==> config.mk <==
export PLATFORM = sky130hd
export DESIGN_NAME = ll_empty_ptr_storage
export DESIGN_NICKNAME = d
export VERILOG_FILES = /design/src/rtl/linked_list_pkg.sv /design/src/rtl/ll_empty_ptr_ram.sv /design/src/rtl/ll_empty_ptr_storage.sv
export SDC_FILE = /design/constraint.sdc
export NUM_CORES = 2
export LEC_CHECK = 0
export CAP_MARGIN = 20
export CORE_MARGIN = 2
export CORE_UTILIZATION = 30
export DETAILED_ROUTE_END_ITERATION = 8
export PLACE_DENSITY = 0.5
export SYNTH_ARGS = -nofsm -noshare
export SYNTH_HDL_FRONTEND = slang
export SYNTH_SLANG_ARGS = --single-unit
==> constraint.sdc <==
create_clock -name clk_i -period 14.81 [get_ports clk_i]
set_input_delay 2.2215 -clock clk_i [delete_from_list [all_inputs] [get_ports clk_i]]
set_output_delay 2.2215 -clock clk_i [all_outputs]
set_load 0.05 [all_outputs]
==> src/rtl/linked_list_pkg.sv <==
// -----------------------------------------------------------------------------
// linked_list_pkg
//   Shared definitions for the linked-list data-table blocks.
//   - LL_TABLE_ADDR_WIDTH : address width of the linked-list data table.
//   - ll_empty_ptr_state_t: free-list manager states (initial fill / running).
// -----------------------------------------------------------------------------
package linked_list_pkg;

  localparam int LL_TABLE_ADDR_WIDTH = 8;

  typedef enum logic {
    INIT_S = 1'b0,
    RUN_S  = 1'b1
  } ll_empty_ptr_state_t;

endpackage : linked_list_pkg

==> src/rtl/ll_empty_ptr_ram.sv <==
// -----------------------------------------------------------------------------
// ll_empty_ptr_ram
//   Simple dual-port RAM, 2**A_WIDTH x A_WIDTH, holding the free-address FIFO.
//   One write port and one read port with a registered (1-cycle) output.
//   The read data register only updates when a read is issued, so it holds
//   the last fetched word until the consumer takes it.
//
// Ports
//   clk_i      : clock
//   wr_en_i    : write strobe
//   wr_addr_i  : write address
//   wr_data_i  : write data
//   rd_en_i    : read strobe
//   rd_addr_i  : read address
//   rd_data_o  : registered read data (valid the cycle after rd_en_i)
// -----------------------------------------------------------------------------
module ll_empty_ptr_ram
  import linked_list_pkg::*;
#(
  parameter int A_WIDTH = LL_TABLE_ADDR_WIDTH
) (
  input  logic               clk_i,
  input  logic               wr_en_i,
  input  logic [A_WIDTH-1:0] wr_addr_i,
  input  logic [A_WIDTH-1:0] wr_data_i,
  input  logic               rd_en_i,
  input  logic [A_WIDTH-1:0] rd_addr_i,
  output logic [A_WIDTH-1:0] rd_data_o
);

  localparam int DEPTH = 2 ** A_WIDTH;

  logic [A_WIDTH-1:0] mem_q [DEPTH];
  logic [A_WIDTH-1:0] rd_data_q;

  // NOTE: the array and its read register have no reset so the array maps
  // onto block RAM; every entry is written by the init sweep before it can
  // be read, and the read register is only consumed after a read is issued.
  always_ff @(posedge clk_i) begin
    if (wr_en_i) begin
      mem_q[wr_addr_i] <= wr_data_i;
    end
    if (rd_en_i) begin
      rd_data_q <= mem_q[rd_addr_i];
    end
  end

  assign rd_data_o = rd_data_q;

endmodule : ll_empty_ptr_ram

==> src/rtl/ll_empty_ptr_storage.sv <==
// -----------------------------------------------------------------------------
// ll_empty_ptr_storage
//   Free-list manager for the linked-list data table. After reset it sweeps
//   every table address into a RAM-backed FIFO, then presents the oldest free
//   address (show-ahead) to the insert engine and recycles addresses released
//   by the delete engine.
//
//   The head path is a two-slot pipeline in front of the RAM:
//     RAM read register (rdv_q)  ->  head register (val_q / head_q)
//   A read is issued whenever a committed, not-yet-fetched entry exists and
//   the RAM read register is free or draining into the head this cycle, which
//   sustains one pop per cycle.
//
// Ports
//   clk_i                   : clock
//   rst_n_i                 : asynchronous active-low reset
//   add_empty_ptr_i         : address being freed (delete stage)
//   add_empty_ptr_en_i      : one-cycle push strobe
//   next_empty_ptr_o        : oldest free address
//   next_empty_ptr_val_o    : next_empty_ptr_o is valid
//   next_empty_ptr_rd_ack_i : consumer takes next_empty_ptr_o (pop)
//   init_done_o             : initial fill complete
//   empty_cnt_o             : number of free addresses held
//   push_err_o              : one-cycle pulse, push dropped (full or init)
// -----------------------------------------------------------------------------
module ll_empty_ptr_storage
  import linked_list_pkg::*;
#(
  parameter int A_WIDTH = LL_TABLE_ADDR_WIDTH
) (
  input  logic               clk_i,
  input  logic               rst_n_i,
  input  logic [A_WIDTH-1:0] add_empty_ptr_i,
  input  logic               add_empty_ptr_en_i,
  output logic [A_WIDTH-1:0] next_empty_ptr_o,
  output logic               next_empty_ptr_val_o,
  input  logic               next_empty_ptr_rd_ack_i,
  output logic               init_done_o,
  output logic [A_WIDTH:0]   empty_cnt_o,
  output logic               push_err_o
);

  localparam int                 DEPTH     = 2 ** A_WIDTH;
  localparam logic [A_WIDTH:0]   DEPTH_CNT = (A_WIDTH + 1)'(DEPTH);
  localparam logic [A_WIDTH-1:0] LAST_ADDR = '1;

  // ---------------------------------------------------------------------------
  // State
  // ---------------------------------------------------------------------------
  ll_empty_ptr_state_t state_q, state_d;
  logic [A_WIDTH-1:0]  wr_ptr_q, wr_ptr_d;   // doubles as the init counter
  logic [A_WIDTH-1:0]  rd_ptr_q, rd_ptr_d;   // address of the head entry
  logic [A_WIDTH:0]    cnt_q, cnt_d;
  logic                rdv_q, rdv_d;         // RAM read register holds an entry
  logic                val_q, val_d;
  logic [A_WIDTH-1:0]  head_q, head_d;
  logic                init_done_q, init_done_d;
  logic                push_err_q, push_err_d;

  // ---------------------------------------------------------------------------
  // Datapath control
  // ---------------------------------------------------------------------------
  logic               pop_acc;
  logic               push_acc;
  logic [A_WIDTH:0]   in_flight;
  logic [A_WIDTH:0]   unfetched;
  logic               head_load;
  logic               fetch;
  logic [A_WIDTH-1:0] rd_addr;
  logic               ram_wr_en;
  logic [A_WIDTH-1:0] ram_wr_data;
  logic [A_WIDTH-1:0] ram_rd_data;

  assign pop_acc  = next_empty_ptr_rd_ack_i && val_q;
  assign push_acc = add_empty_ptr_en_i && (state_q == RUN_S) &&
                    ((cnt_q != DEPTH_CNT) || pop_acc);

  // Entries already pulled out of the RAM into the head pipeline.
  assign in_flight = (A_WIDTH + 1)'(val_q) + (A_WIDTH + 1)'(rdv_q);

  // cnt_q only counts entries whose RAM write has completed, so anything it
  // counts beyond the pipeline is safe to read without a write-read bypass.
  assign unfetched = cnt_q - in_flight;

  assign head_load = rdv_q && (!val_q || pop_acc);
  assign fetch     = (state_q == RUN_S) && (unfetched != '0) &&
                     (!rdv_q || head_load);

  // Next unfetched entry sits just past whatever is already in the pipeline.
  assign rd_addr = rd_ptr_q + in_flight[A_WIDTH-1:0];

  // During the init sweep the RAM is loaded with its own address.
  assign ram_wr_en   = (state_q == INIT_S) || push_acc;
  assign ram_wr_data = (state_q == INIT_S) ? wr_ptr_q : add_empty_ptr_i;

  ll_empty_ptr_ram #(
    .A_WIDTH (A_WIDTH)
  ) u_ram (
    .clk_i     (clk_i),
    .wr_en_i   (ram_wr_en),
    .wr_addr_i (wr_ptr_q),
    .wr_data_i (ram_wr_data),
    .rd_en_i   (fetch),
    .rd_addr_i (rd_addr),
    .rd_data_o (ram_rd_data)
  );

  // ---------------------------------------------------------------------------
  // Next-state logic
  // ---------------------------------------------------------------------------
  // NOTE: every signal gets its default first so no path leaves one unassigned
  // and no latch is inferred.
  always_comb begin
    state_d     = state_q;
    wr_ptr_d    = wr_ptr_q;
    rd_ptr_d    = rd_ptr_q;
    cnt_d       = cnt_q;
    rdv_d       = rdv_q;
    val_d       = val_q;
    head_d      = head_q;
    init_done_d = init_done_q;
    push_err_d  = add_empty_ptr_en_i && !push_acc;

    case (state_q)
      INIT_S: begin
        wr_ptr_d = wr_ptr_q + 1'b1;
        cnt_d    = cnt_q + 1'b1;
        if (wr_ptr_q == LAST_ADDR) begin
          state_d     = RUN_S;
          init_done_d = 1'b1;
        end
      end

      RUN_S: begin
        if (push_acc) begin
          wr_ptr_d = wr_ptr_q + 1'b1;
        end
        if (pop_acc) begin
          rd_ptr_d = rd_ptr_q + 1'b1;
        end
        cnt_d = cnt_q + (A_WIDTH + 1)'(push_acc) - (A_WIDTH + 1)'(pop_acc);
      end

      default: begin
        state_d = INIT_S;
      end
    endcase

    // Head pipeline; idle during init because fetch is gated by RUN_S.
    if (head_load) begin
      head_d = ram_rd_data;
      val_d  = 1'b1;
    end else if (pop_acc) begin
      val_d  = 1'b0;
    end

    if (fetch) begin
      rdv_d = 1'b1;
    end else if (head_load) begin
      rdv_d = 1'b0;
    end
  end

  // ---------------------------------------------------------------------------
  // State registers
  // ---------------------------------------------------------------------------
  // NOTE: sequential state uses non-blocking assignments so every register
  // samples the pre-edge values regardless of statement order.
  always_ff @(posedge clk_i or negedge rst_n_i) begin
    if (!rst_n_i) begin
      state_q     <= INIT_S;
      wr_ptr_q    <= '0;
      rd_ptr_q    <= '0;
      cnt_q       <= '0;
      rdv_q       <= 1'b0;
      val_q       <= 1'b0;
      head_q      <= '0;
      init_done_q <= 1'b0;
      push_err_q  <= 1'b0;
    end else begin
      state_q     <= state_d;
      wr_ptr_q    <= wr_ptr_d;
      rd_ptr_q    <= rd_ptr_d;
      cnt_q       <= cnt_d;
      rdv_q       <= rdv_d;
      val_q       <= val_d;
      head_q      <= head_d;
      init_done_q <= init_done_d;
      push_err_q  <= push_err_d;
    end
  end

  // ---------------------------------------------------------------------------
  // Outputs
  // ---------------------------------------------------------------------------
  assign next_empty_ptr_o     = head_q;
  assign next_empty_ptr_val_o = val_q;
  assign init_done_o          = init_done_q;
  assign empty_cnt_o          = cnt_q;
  assign push_err_o           = push_err_q;

endmodule : ll_empty_ptr_storage

==> impl_summary.txt <==
----------------------------------------------------
[Timing]
  Number of endpoints with negative hold slack in the final report ... 0
  Hold slack ... 0.531 ns
  Final max-slew violation count ... 0
  Setup repair after global routing missed its margin ... no
  Final total negative setup slack ... 0 ns
  FMAX ... 0.146 GHz
  Post-layout min period ... 6.85 ns
  Final worst path period share ... 46.3%
  Final setup violating endpoints ... 0
  Post-route clock skew ... 0.0586 ns
  Slew at the pin closest to its max-slew limit ... 1.15 ns
  Relative max-transition margin ... 23.4%

[Clock network]
  Clock buffers created by TritonCTS ... 210
  Count of buffers added by post-CTS timing repair for setup ... 0
  Insertion delay to the later sink of the worst-skew pair ... 0.87 ns
  Longest Clk Path Bufs ... 3
  Clock tree from TritonCTS ... yes
  Total number of H-tree levels ... 4
  Cts hold-fix bufs ... 0
  CTS sink count ... 2,094
  Root cell of the clock tree ... clkbuf_16
  Number of gates given a new drive strength after cts ... 0
  Clock slew at the register clock pins of the worst setup and hold paths ... 0.06 ns

[Synth]
  Library cell with the largest summed area after synthesis ... edfxtp_1
  Largest cells by area after synthesis ... edfxtp_1, mux4_2, nand2_1
  Leading cell types by count after synthesis ... edfxtp_1, mux4_2, nand2_1, nor2_1
  Avg Cell Area, Syn ... 20.9 um^2
  Yosys synthesis warning count ... 0
  Synthesized instance count ... 3,943
  Most instantiated flip-flop cell in the synthesis netlist ... edfxtp_1
  Post-Syn Nets ... 3,992
  Share of the synthesized area in the top cell type ... 74.8%
  Sequential area share after synthesis ... 76.0%
  Most frequent cell after synthesis ... edfxtp_1
  Seq cells post-synth ... 2,094
  Cell variety after synth ... 56
  Number of flops mapped to enable cells by yosys ... 2,056
  Summed instance area of the synthesized netlist ... 82,500 um^2
  Post-synthesis async set-or-reset flop share ... 1.81%

[Cells and area]
  Number of standard cells in the layout, taps in and fillers out ... 7,833
  Synthesis-to-finish area growth ... 14.3%
  Post-layout nets ... 4,114
  Layout cell share with drive strength beyond 1 ... 24.6%

[Power]
  VDD IR max ... 0.134 mV
  P_leak ... 27.4 nW
  Power Density ... 125 nW/um^2

[Die]
  Die boundary width ... 528 um
  Cell Rows ... 192
  Floorplan core area ... 274,000 um^2
  Die Y ... 528 um
  Initial Util ... 30.2%
  I/O pin count ... 32
  Die ar. ... 279,000 um^2

[Routing]
  Number of DRC markers after the initial detailed-route iteration ... 4,087
  Routed WL per cell ... 27.5 um
  Via density per instance ... 5.01
  Residual antenna-violating net count after detailed routing ... 0
  Total DRC errors in the routed layout ... 0
  Number of iterations in the first detailed-routing pass ... 5
  Aggregate routed wire length ... 215 mm
  Via count ... 39,300

[GRT]
  Maximum number of pins on one net before global-route repair ... 205
  Aggregate global-route resource usage ... 15.3%
  Met2 demand-to-capacity share in global routing ... 24.8%
  Met3 track demand over resource ... 2.98%
  Antenna violations before repair ... 8
  Layer with the highest usage ... met2
  Overall overflow remaining after global route ... 0
  Vias in the first global route ... 40,700
  Met1 demand-to-capacity share in global routing ... 20.8%
  First-pass GRT wire length ... 307 mm

[Critical path]
  CP Class ... reg -> reg
  Delay of the slowest cell on the worst path ... 1.04 ns
  Worst setup slack for register-to-register paths ... 7.96 ns
  Worst-path maximum fanout ... 87
  Slowest CP cell ... o311ai_1
  Required time reported for the critical path endpoint ... 15.34 ns
  Crit path launch type ... flip-flop
  CP dominant cell by count ... buf_4
  Capturing point of the worst reg2reg path ... u_ram.rd_data_o[1]
  Launch instance of the worst register-to-register path ... next_empty_ptr_val_o
  Chain of cells forming the critical path ... ha_1 > ha_4 > buf_12 > buf_4 > buf_4 > mux4_2 > mux2i_1 > o221ai_1 > o311ai_1 > a21oi_1
  Nature of the critical path endpoint ... flip-flop
  Reg2reg path depth ... 10
  CP Data Arrival Time ... 7.39 ns

[Placed design]
  PortBufs ... 31
  Placer congestion estimate ... 0.766
  Final HPWL from detailed placement ... 126 mm
  Cell total after placement ... 7,437

[Worst hold path]
  Worst min-delay path startpoint ... next_empty_ptr_o[4]
  Worst hold path depth ... 1
  Min-delay worst type ... reg -> reg
  Hold Path End ... next_empty_ptr_o[4]

[Status]
  Run status ... complete, no violations

[Run]
  Max-cap viol count ... 0

----------------------------------------------------
-- flip-flops by register name, indices dropped and copies added (netlist names) --
| register | count |
|---|---|
| rdv_q | 1 |
| wr_ptr_q | 8 |
| push_err_o | 1 |
| u_ram.rd_data_o | 8 |
| rd_ptr_q | 8 |
| state_q | 1 |
| next_empty_ptr_o | 8 |
| u_ram.mem_q | 2048 |
| init_done_o | 1 |
| next_empty_ptr_val_o | 1 |
| empty_cnt_o | 9 |
-- how the worst max path moves through the flow --
stage                         startpoint                 end  slack [ns]
floorplan                        state_q   u_ram.mem_q[0][0]        1.74
global placement    next_empty_ptr_val_o  u_ram.rd_data_o[7]        7.72
detailed placement  next_empty_ptr_val_o  u_ram.rd_data_o[1]        7.94
CTS                 next_empty_ptr_val_o  u_ram.rd_data_o[1]        7.92
global route        next_empty_ptr_val_o  u_ram.rd_data_o[1]        7.49
finish              next_empty_ptr_val_o  u_ram.rd_data_o[1]        7.96
-- through the flow --
step                      area (um^2)  utilization (%)  worst slack, ns  power, W
final                           94300             34.5             7.96    0.0118
after global routing            94300             34.5             7.49    0.0122
after CTS                       94200             34.4             7.92    0.0119
after detailed placement        87200             31.9             7.94   0.00654
after global placement          87100             31.8             7.72   0.00654
after floorplan                 82500                -             1.74   0.00653
-- cells by family (layout without fill, tap and decap cells) --
group | after synthesis | in the layout | synth area share [%]
mux | 633 | 633 | 16.5
compound gates | 189 | 189 | 1.47
flops | 2094 | 2094 | 76.0
simple gates | 701 | 701 | 3.48
xor+xnor | 38 | 38 | 0.426
fa+ha+maj | 37 | 37 | 0.579
buf+inv | 251 | 551 | 1.61
other cells | 0 | 1 | 0
-- layer usage --
metal	share of wire, %	vias to the layer above
met3	6.4	304
met5	0	-
met2	48	1265
met1	42	21300
met4	2.7	0
li1	-	16400
-- worst max-delay path: cells and delay by family (launching register included) --
kind / cells / cell delay, ns
AO/OA/AOI/OAI: 3 / 1.58
adder cells (fa/ha/maj): 2 / 1.25
buffers and inverters: 3 / 2.08
flip-flops: 1 / 0.42
multiplexers: 2 / 0.87
-- area by class of cell --
type / instances / area (um^2)
repair buffers: 137 / 1260
clock buffers: 254 / 5460
well taps: 3589 / 4490
flip-flops and latches: 2094 / 62700
diodes: 1 / 2.50
fillers: 25300 / 179000
multi-input cells: 1598 / 18800
inverters: 24 / 90.1
clock inverters: 136 / 1540
-- power breakdown --
part / leakage [nW] / internal [W] / switching [W]
Sequential: 18.7 / 0.00640 / 0.0000000310
Combinational: 5.31 / 0.00000301 / 0.00000599
Clock: 3.39 / 0.00312 / 0.00230
-- cells in the final DEF (no fill, tap or decap), types with 10 or more instances in the layout --
master / count
edfxtp_1: 2056
mux4_2: 578
nand2_1: 286
nor2_1: 277
clkbuf_16: 212
buf_4: 92
a21oi_1: 87
nand3_1: 63
clkinv_1: 43
clkbuf_1: 42
mux2i_1: 40
clkinv_2: 37
dfrtp_1: 37
ha_1: 34
clkdlybuf4s50_1: 30
bufinv_16: 28
inv_1: 24
xnor2_1: 23
nor3_1: 16
o21ai_0: 16
and3_1: 14
o221ai_1: 12
o22ai_1: 10
a31oi_1: 10
nand3_2: 10
clkinvlp_4: 10
No activity file was read; power rests on OpenSTA's default activity.
